--- src/rtl/mu_pkg.sv ---
`default_nettype none
// ============================================================================
// Module   : mu_pkg
// Purpose  : Shared definitions for the micro-sequencer: FSM state enum,
//            Step output encoding and the default program address width.
// Config   : MU_SINGLE_STEP_EN adds the PAUSE state to the enum.
// Revision : 1.0 - initial release
// ============================================================================
package mu_pkg;

  localparam int unsigned C_ADDR_W_DEFAULT = 8;

  // Step output encoding (one code per micro-step)
  localparam logic [1:0] C_STEP_FETCH     = 2'b00;
  localparam logic [1:0] C_STEP_DECODE    = 2'b01;
  localparam logic [1:0] C_STEP_EXECUTE   = 2'b10;
  localparam logic [1:0] C_STEP_WRITEBACK = 2'b11;

  typedef enum logic [2:0] {
    ST_IDLE      = 3'd0,
    ST_FETCH     = 3'd1,
    ST_DECODE    = 3'd2,
    ST_EXECUTE   = 3'd3,
`ifdef MU_SINGLE_STEP_EN
    ST_WRITEBACK = 3'd4,
    ST_PAUSE     = 3'd5
`else
    ST_WRITEBACK = 3'd4
`endif
  } mu_state_e;

endpackage : mu_pkg
`default_nettype wire

--- src/rtl/mu_pc_reg.sv ---
`default_nettype none
// ============================================================================
// Module   : mu_pc_reg
// Purpose  : Program address register for the micro-sequencer. Holds the
//            current address and the next-address value chosen in EXECUTE
//            (branch target or current+1 with wrap at LAST_ADDR).
// Ports    : clk, rst_n          - clock, async active-low reset
//            i_load, i_load_addr - load a start address (takes priority)
//            i_latch             - capture next address (EXECUTE cycle)
//            i_branch, i_branch_addr - branch select and target
//            i_advance           - move next address into PC (WRITEBACK exit)
//            o_pc                - current program address
// Revision : 1.0 - initial release
// ============================================================================
module mu_pc_reg #(
  parameter int unsigned ADDR_W    = 8,
  parameter int unsigned LAST_ADDR = (1 << ADDR_W) - 1
) (
  input  logic              clk,
  input  logic              rst_n,
  input  logic              i_load,
  input  logic [ADDR_W-1:0] i_load_addr,
  input  logic              i_latch,
  input  logic              i_branch,
  input  logic [ADDR_W-1:0] i_branch_addr,
  input  logic              i_advance,
  output logic [ADDR_W-1:0] o_pc
);

  localparam logic [ADDR_W-1:0] C_LAST = LAST_ADDR[ADDR_W-1:0];
  localparam logic [ADDR_W-1:0] C_ONE  = {{(ADDR_W-1){1'b0}}, 1'b1};

  logic [ADDR_W-1:0] pc_q, pc_d;
  logic [ADDR_W-1:0] nxt_q, nxt_d;
  logic [ADDR_W-1:0] w_inc;

  // LAST_ADDR may be below the natural 2**ADDR_W-1 wrap point
  assign w_inc = (pc_q == C_LAST) ? '0 : (pc_q + C_ONE);

  always_comb begin
    pc_d  = pc_q;
    nxt_d = nxt_q;
    if (i_load) begin
      pc_d = i_load_addr;
    end else if (i_advance) begin
      pc_d = nxt_q;
    end
    if (i_latch) begin
      nxt_d = i_branch ? i_branch_addr : w_inc;
    end
  end

  always_ff @(posedge clk or negedge rst_n) begin
    if (!rst_n) begin
      pc_q  <= '0;
      nxt_q <= '0;
    end else begin
      pc_q  <= pc_d;
      nxt_q <= nxt_d;
    end
  end

  assign o_pc = pc_q;

endmodule : mu_pc_reg
`default_nettype wire

--- src/rtl/micro_sequencer.sv ---
`default_nettype none
// ============================================================================
// Module   : micro_sequencer
// Purpose  : Four-step instruction sequencer (FETCH, DECODE, EXECUTE,
//            WRITEBACK) with fetch stall, branch select, halt at the next
//            instruction boundary and an End pulse on halt completion.
// Ports    : Clock, Reset_n      - rising-edge clock, async active-low reset
//            Start, StartAddr    - begin execution at StartAddr (IDLE only)
//            MemReady            - instruction memory accepted the fetch
//            BranchTaken, BranchAddr - branch select/target, sampled in EXECUTE
//            Halt                - level request to stop after current instr
//            StepGo              - (MU_SINGLE_STEP_EN only) leave PAUSE
//            PcAddr, Step, FetchReq, Busy, End - status outputs
// Config   : MU_SINGLE_STEP_EN - adds StepGo input and a PAUSE state entered
//            after every WRITEBACK.
// Revision : 1.0 - initial release
// ============================================================================
module micro_sequencer
  import mu_pkg::*;
#(
  parameter int unsigned ADDR_W    = C_ADDR_W_DEFAULT,
  parameter int unsigned LAST_ADDR = (1 << ADDR_W) - 1
) (
  input  logic              Clock,
  input  logic              Reset_n,
  input  logic              Start,
  input  logic [ADDR_W-1:0] StartAddr,
  input  logic              MemReady,
  input  logic              BranchTaken,
  input  logic [ADDR_W-1:0] BranchAddr,
  input  logic              Halt,
`ifdef MU_SINGLE_STEP_EN
  input  logic              StepGo,
`endif
  output logic [ADDR_W-1:0] PcAddr,
  output logic [1:0]        Step,
  output logic              FetchReq,
  output logic              Busy,
  output logic              End
);

  mu_state_e state_q, state_d;
  logic      halt_pend_q, halt_pend_d;
  logic      end_q, end_d;

  logic      w_load;
  logic      w_latch;
  logic      w_advance;
  logic      w_stop;

  // A halt seen on the boundary cycle itself counts as pending
  assign w_stop = halt_pend_q | Halt;

  always_comb begin
    state_d     = state_q;
    halt_pend_d = halt_pend_q;
    end_d       = 1'b0;
    w_load      = 1'b0;
    w_latch     = 1'b0;
    w_advance   = 1'b0;

    if ((state_q != ST_IDLE) && Halt) begin
      halt_pend_d = 1'b1;
    end

    unique case (state_q)
      ST_IDLE: begin
        if (Start) begin
          w_load      = 1'b1;
          state_d     = ST_FETCH;
          // Start wins over Halt; the halt takes effect after one instruction
          halt_pend_d = Halt;
        end
      end
      ST_FETCH: begin
        if (MemReady) begin
          state_d = ST_DECODE;
        end
      end
      ST_DECODE: begin
        state_d = ST_EXECUTE;
      end
      ST_EXECUTE: begin
        w_latch = 1'b1;
        state_d = ST_WRITEBACK;
      end
      ST_WRITEBACK: begin
        w_advance = 1'b1;
        if (w_stop) begin
          state_d     = ST_IDLE;
          end_d       = 1'b1;
          halt_pend_d = 1'b0;
        end else begin
`ifdef MU_SINGLE_STEP_EN
          state_d = ST_PAUSE;
`else
          state_d = ST_FETCH;
`endif
        end
      end
`ifdef MU_SINGLE_STEP_EN
      ST_PAUSE: begin
        if (w_stop) begin
          state_d     = ST_IDLE;
          end_d       = 1'b1;
          halt_pend_d = 1'b0;
        end else if (StepGo) begin
          state_d = ST_FETCH;
        end
      end
`endif
      default: begin
        state_d     = ST_IDLE;
        halt_pend_d = 1'b0;
      end
    endcase
  end

  always_ff @(posedge Clock or negedge Reset_n) begin
    if (!Reset_n) begin
      state_q     <= ST_IDLE;
      halt_pend_q <= 1'b0;
      end_q       <= 1'b0;
    end else begin
      state_q     <= state_d;
      halt_pend_q <= halt_pend_d;
      end_q       <= end_d;
    end
  end

  mu_pc_reg #(
    .ADDR_W    (ADDR_W),
    .LAST_ADDR (LAST_ADDR)
  ) u_pc_reg (
    .clk           (Clock),
    .rst_n         (Reset_n),
    .i_load        (w_load),
    .i_load_addr   (StartAddr),
    .i_latch       (w_latch),
    .i_branch      (BranchTaken),
    .i_branch_addr (BranchAddr),
    .i_advance     (w_advance),
    .o_pc          (PcAddr)
  );

  always_comb begin
    Step = C_STEP_FETCH;
    unique case (state_q)
      ST_DECODE:    Step = C_STEP_DECODE;
      ST_EXECUTE:   Step = C_STEP_EXECUTE;
      ST_WRITEBACK: Step = C_STEP_WRITEBACK;
`ifdef MU_SINGLE_STEP_EN
      ST_PAUSE:     Step = C_STEP_WRITEBACK;
`endif
      default:      Step = C_STEP_FETCH;
    endcase
  end

  assign FetchReq = (state_q == ST_FETCH);
  assign Busy     = (state_q != ST_IDLE);
  assign End      = end_q;

endmodule : micro_sequencer
`default_nettype wire

--- config.mk ---
export PLATFORM = sky130hd
export DESIGN_NAME = micro_sequencer
export DESIGN_NICKNAME = d
export VERILOG_FILES = /design/src/rtl/mu_pkg.sv /design/src/rtl/mu_pc_reg.sv /design/src/rtl/micro_sequencer.sv
export SDC_FILE = /design/constraint.sdc
export NUM_CORES = 1
export LEC_CHECK = 0
export ABC_CLOCK_PERIOD_IN_PS = 2490
export CORE_MARGIN = 4
export CORE_UTILIZATION = 49
export DETAILED_ROUTE_END_ITERATION = 8
export PLACE_DENSITY = 0.92
export SKIP_CTS_REPAIR_TIMING = 1
export SLEW_MARGIN = 20
export SYNTH_ARGS = -nofsm -noshare
export SYNTH_HDL_FRONTEND = slang
export SYNTH_SLANG_ARGS = --single-unit
--- constraint.sdc ---
create_clock -name Clock -period 2.49 [get_ports Clock]
set_input_delay 0.498 -clock Clock [delete_from_list [all_inputs] [get_ports Clock]]
set_output_delay 0.498 -clock Clock [all_outputs]
set_load 0.05 [all_outputs]
== After elaboration in Yosys (flattened, before gate mapping) ==
Index checks and enable logic that the tools add are counted.

* Input bits: 22
* Output and inout bits: 13
* Word-level logic and storage cells: 39
* Register bits: 21

* Bitwise operators: 1
* Muxes and demuxes: 19
* Equal/unequal tests: 7
* Reduce and logical (&&, ||, !) cells: 6
* Add/sub/neg operators: 1

{| class="wikitable"
|+ Operators by type and width
! cell !! number
|-
| 2-to-1 mux 8 bit || 4
|-
| one-hot mux 3 bit (5 select lines) || 1
|-
| 2-to-1 mux 1 bit || 10
|-
| adder 8 x 1 -> 8 bit (second input constant) || 1
|-
| equality test 8 bit (second input constant) || 1
|-
| equality test 3 x 2 -> 1 bit (second input constant) || 2
|-
| 2-to-1 mux 3 bit || 2
|-
| one-hot mux 2 bit (3 select lines) || 1
|-
| != test 2 bit (second input constant) || 2
|-
| equality test 3 x 1 -> 1 bit (second input constant) || 1
|-
| equality test 3 bit (second input constant) || 1
|-
| logical NOT 3 bit || 1
|-
| one-hot mux 1 bit (3 select lines) || 1
|-
| nonzero test 3 bit || 1
|-
| OR reduction 3 bit || 1
|-
| AND reduction 2 bit || 1
|-
| nonzero test 2 bit || 1
|-
| logical AND 1 bit || 1
|-
| bitwise OR 1 bit || 1
|}

== Logic depth before layout (Yosys ltp) ==
* Depth in word-level cells: 5
* Mapped depth: 6
* Depth with buffers taken out: 5

== By module ==
From an unflattened synthesis, not the netlist that was laid out.

* Cell total of the unflattened synthesis: 123
* Area, all modules: 1142.3 µm²

{| class="wikitable"
|+ Modules (own cells, without submodules)
! module !! seq. area each (µm²) !! cells an instance !! area an instance (µm²) !! instances
|-
| mu_pc_reg || 400.4 || 91 || 854.6 || 1
|-
| micro_sequencer || 125.1 || 32 || 287.8 || 1
|}

== Worst setup path before layout ==
No wires, ideal clock.

* Kind: register to output
* Start point: register state_q[0]
* End point: output port FetchReq
* Path slack: 0.569 ns
* Required time: 1.992 ns
* Arrival time: 1.423 ns
* Path buffers: 1
* Cell stages (with the launch flop): 4
* Path through: dfrtp_1 > buf_4 > or2b_1 > nor2_1

* Cells in the longest elaborated chain, start to end: 1

{| class="wikitable"
|+ RTL lines
! what !! line !! text
|-
| from (decl) || micro_sequencer.sv:42 || <nowiki>mu_state_e state_q, state_d;</nowiki>
|-
| from (signal assigned) || micro_sequencer.sv:125 || <nowiki>state_q <= state_d;</nowiki>
|-
| equality test 3 x 1 -> 1 bit || micro_sequencer.sv:159 || <nowiki>assign FetchReq = (state_q == ST_FETCH);</nowiki>
|-
| to (decl) || micro_sequencer.sv:37 || <nowiki>output logic FetchReq,</nowiki>
|}

No other way between the ends.

== Worst setup path in the final report ==
* Start point: register state_q[2]
* End point: output port Step[1]

* Cells in the longest elaborated chain, start to end: 2
* Elaborated cells on any way between the ends: 4
* Classes of those cells: eq/ne: 3; mux: 1

{| class="wikitable"
|+ RTL lines
! what !! line !! text
|-
| equality test 3 bit or equality test 3 x 2 -> 1 bit (tied branches) || micro_sequencer.sv:148 || <nowiki>unique case (state_q)</nowiki>
|-
| one-hot mux 2 bit (3 select lines) (*) || micro_sequencer.sv:148 ||
|-
| to (decl) || micro_sequencer.sv:36 || <nowiki>output logic [1:0] Step,</nowiki>
|}

Mark *: on every way between the ends. The rest lies on a longest branch, timed or not.

==> metrics.md <==
| Metric | Value |
|---|---|
| H-tree depth | `1` |
| Initial Utilization | `53.8%` |
| Layout cells sized above 1 | `a little under 7%` |
| Outcome | `completed` |
| Gr usage total | `18.4%` |
| DRT iter0 DRCs | `33` |
| Syn avg cell area | `slightly above 9 sq um` |
| Fmax | `0.464 GHz` |
| Worst Path Required | `between 1500 and 2000 ps` |
| Clk slew on worst S/H paths | `approximately 110 ps` |
| Synth Cell Area | `roughly 0.0011 sq mm` |
| Largest net degree at the start of global routing | `22` |
| Clk_lat worst skew | `300 ps` |
| Switching Share | `about half` |
| Class of the worst hold path | `register to register` |
| Yosys warning count | `0` |
| Final period util | `86.5%` |
| Rel. slew slack | `about 62%` |
| Grt ovf | `0` |
| Share of flip-flops with an asynchronous set or reset | `between 90% and 100%` |
| Yosys cell types | `30` |
| DIE AREA | `0.00309 sq mm` |
| Design Power | `1970 uW` |
| Pwr per Cell Area | `1310 mW/mm^2` |
| Worst-margin pin slew | `approximately 560 ps` |
| Leakage | `slightly below 0.0007 uW` |
| CTS Sinks | `21` |
| Crit-path cells | `nand3b_2, nand2_1, buf_4` |
| Worst Path Arrival | `~1700 ps` |
| Number of flops mapped to enable cells by yosys | `0` |
| Final setup fails | `0` |
| Root buf cell | `clkbuf_4` |
| Switch Pwr | `991 uW` |
| Max FO, Critical Path | `16` |
| CTS tree | `yes` |
| Post-synthesis register bit count | `21` |
| Core box area | `~0.0021 sq mm` |
| Final Hold Vio Count | `0` |
| Clock power frac | `8.4%` |
| Placer Congestion | `just over 0.8` |
| Startpoint types | `register` |
| Critical Path Start | `state_q[2]` |
| Initial antenna violation count | `0` |
| Post-DP HPWL | `2.01 mm` |
| Final max-slew violation count | `0` |
| Fillers | `roughly 160` |
| Io pins | `35` |
| Maximum root-to-sink buffer count | `2` |
| Worst r2r src | `state_q[2]` |
| CTS Buf Count | `3` |
| Min cycle time layout | `between 2000 and 2500 ps` |
| Post-Syn Nets | `approximately 150` |
| Max VDD drop | `~0.83 mV` |
| Setup Crit Path Kind | `register to output port` |
| Worst path max stage delay | `approximately 520 ps` |
| Die extent in x | `55.6 microns` |
| Site Rows | `16` |
| Die extent in y | `55.6 microns` |
| P&R area growth vs syn | `35.5%` |
| Setup WS pre-CTS | `roughly 360 ps` |
| Max cap viols | `0` |
| Part of the power in registers | `35.9%` |
| PnR worst setup slack | `between 300 and 400 ps` |
| Number of diodes | `0` |
| RSZ-0062 raised after global routing | `no` |
| Vias in the first global route | `between 1,000 and 1,500` |
| Port Buffers | `34` |
| Synth top area share | `47.4%` |
| Main flop type after synthesis | `dfrtp_1` |
| P_int | `a little under 1000 uW` |
| Routed WL | `2.73 mm` |
| Top cells by area, synth | `dfrtp_1 47%, nand2_1 8.8%, a22oi_1 5.4%` |
| Logic pwr share | `55.8%` |
| Cells after synthesis | `122` |
| Crit path capture type | `output port` |
| Nets | `approximately 180` |
| DRC viols | `0` |
| Crit-path slowest cell | `dfrtp_1` |
| Fin Setup TNS | `0 ps` |
| Synth area leader | `dfrtp_1` |
| Post-route ant nets | `0` |
| Most common cell after layout, fill and taps aside | `clkdlybuf4s50_1` |
| Via count | `roughly 1,100` |
| Commonest non-fill, non-tap cells in the layout | `30 x clkdlybuf4s50_1, 26 x nand2_1, 21 x dfrtp_1` |
| DR pass1 iterations | `4` |
| Vias per cell | `about 5.7` |
| First-pass GRT wire length | `4.59 mm` |
| Hold path startpoint | `u_pc_reg.nxt_q[4]` |
| Register area share after synthesis | `between 40% and 50%` |
| Clock skew | `around 6.0 ps` |
| DR WL/cell | `14.7 microns` |
-- area by class of cell --
cell class	count	area [sq um]	area share, %
Timing Repair Buffer	37	363	24.1
Inverter	2	7.51	0.499
Clock buffer	4	26.3	1.75
Multi-Input combinational cell	94	548	36.4
Sequential cell	21	526	34.9
Tap cell	27	33.8	2.25
-- power groups by stage --
stage                     registers (uW)  clock network (uW)  logic, uW
after global routing                 728                 180       1190
after detailed placement             708                   0       1100
after floorplan                      851                   0        602
final                                706                 165       1100
after global placement               689                   0       1080
after CTS                            702                 164       1110
-- worst paths after layout --
| path | endpoint | slack (ps) | cells past startpoint |
|---|---|---|---|
| worst max-delay path | Step[1] | 340 | 3 |
| worst max register to register | u_pc_reg.nxt_q[6] | 790 | 5 |
| worst min register to register | u_pc_reg.nxt_q[4] | 500 | 2 |
| max in group asynchronous | u_pc_reg.nxt_q[4] | 1740 | 2 |
| min in group asynchronous | u_pc_reg.o_pc[5] | 530 | 2 |
| worst min-delay path | u_pc_reg.nxt_q[4] | 500 | 2 |
-- per-stage QoR --
stage / hold WS (ps) / util (%) / instances / instance area (sq um)
after floorplan: 202 / - / 122 / 1110
after global placement: 464 / 71.4 / 181 / 1470
after detailed placement: 484 / 71.4 / 181 / 1470
after CTS: 510 / 72.7 / 185 / 1500
after global routing: 541 / 72.9 / 185 / 1500
final: 503 / 72.9 / 185 / 1500
-- cells in the mapped netlist, types with 2 or more instances --
library cell	number
a21oi_1	10
a22oi_1	8
buf_2	2
buf_4	2
dfrtp_1	21
inv_1	2
mux2i_1	3
nand2_1	26
nand3_1	3
nor2_1	14
o21ai_0	6
o22ai_1	2
or3_1	2
xnor2_1	4
xor2_1	2
-- state kept, by name (all words and copies together), names as in the netlist --
signal          flops
u_pc_reg.o_pc       8
state_q             3
halt_pend_q         1
u_pc_reg.nxt_q      8
End                 1
-- worst max-delay path: cells and delay by family (launching register included) --
kind / cells / cell delay [ps]
buffers and inverters: 1 / 200
AND/OR/NAND/NOR: 2 / 630
flip-flops: 1 / 520
-- layer usage --
metal | share of wire [%] | vias to the layer above | GRT usage, % | routed length, microns
met5 | 0 | - | 0 | 0
met4 | 1.6 | 0 | 7.99 | 44
met3 | 8.3 | 4 | 4.18 | 227
met2 | 49 | 50 | 31.8 | 1340
met1 | 41 | 502 | 21.8 | 1110
li1 | - | 503 | - | -
-- cell families after synthesis --
family,after synthesis,synth area share (%)
compound gates,31,17.3
xor+xnor,6,4.74
fa+ha+maj,1,1.13
buf+inv,7,3.27
flops,21,47.4
mux,3,2.71
simple gates,53,23.6
No activity file was read; power rests on OpenSTA's default activity.
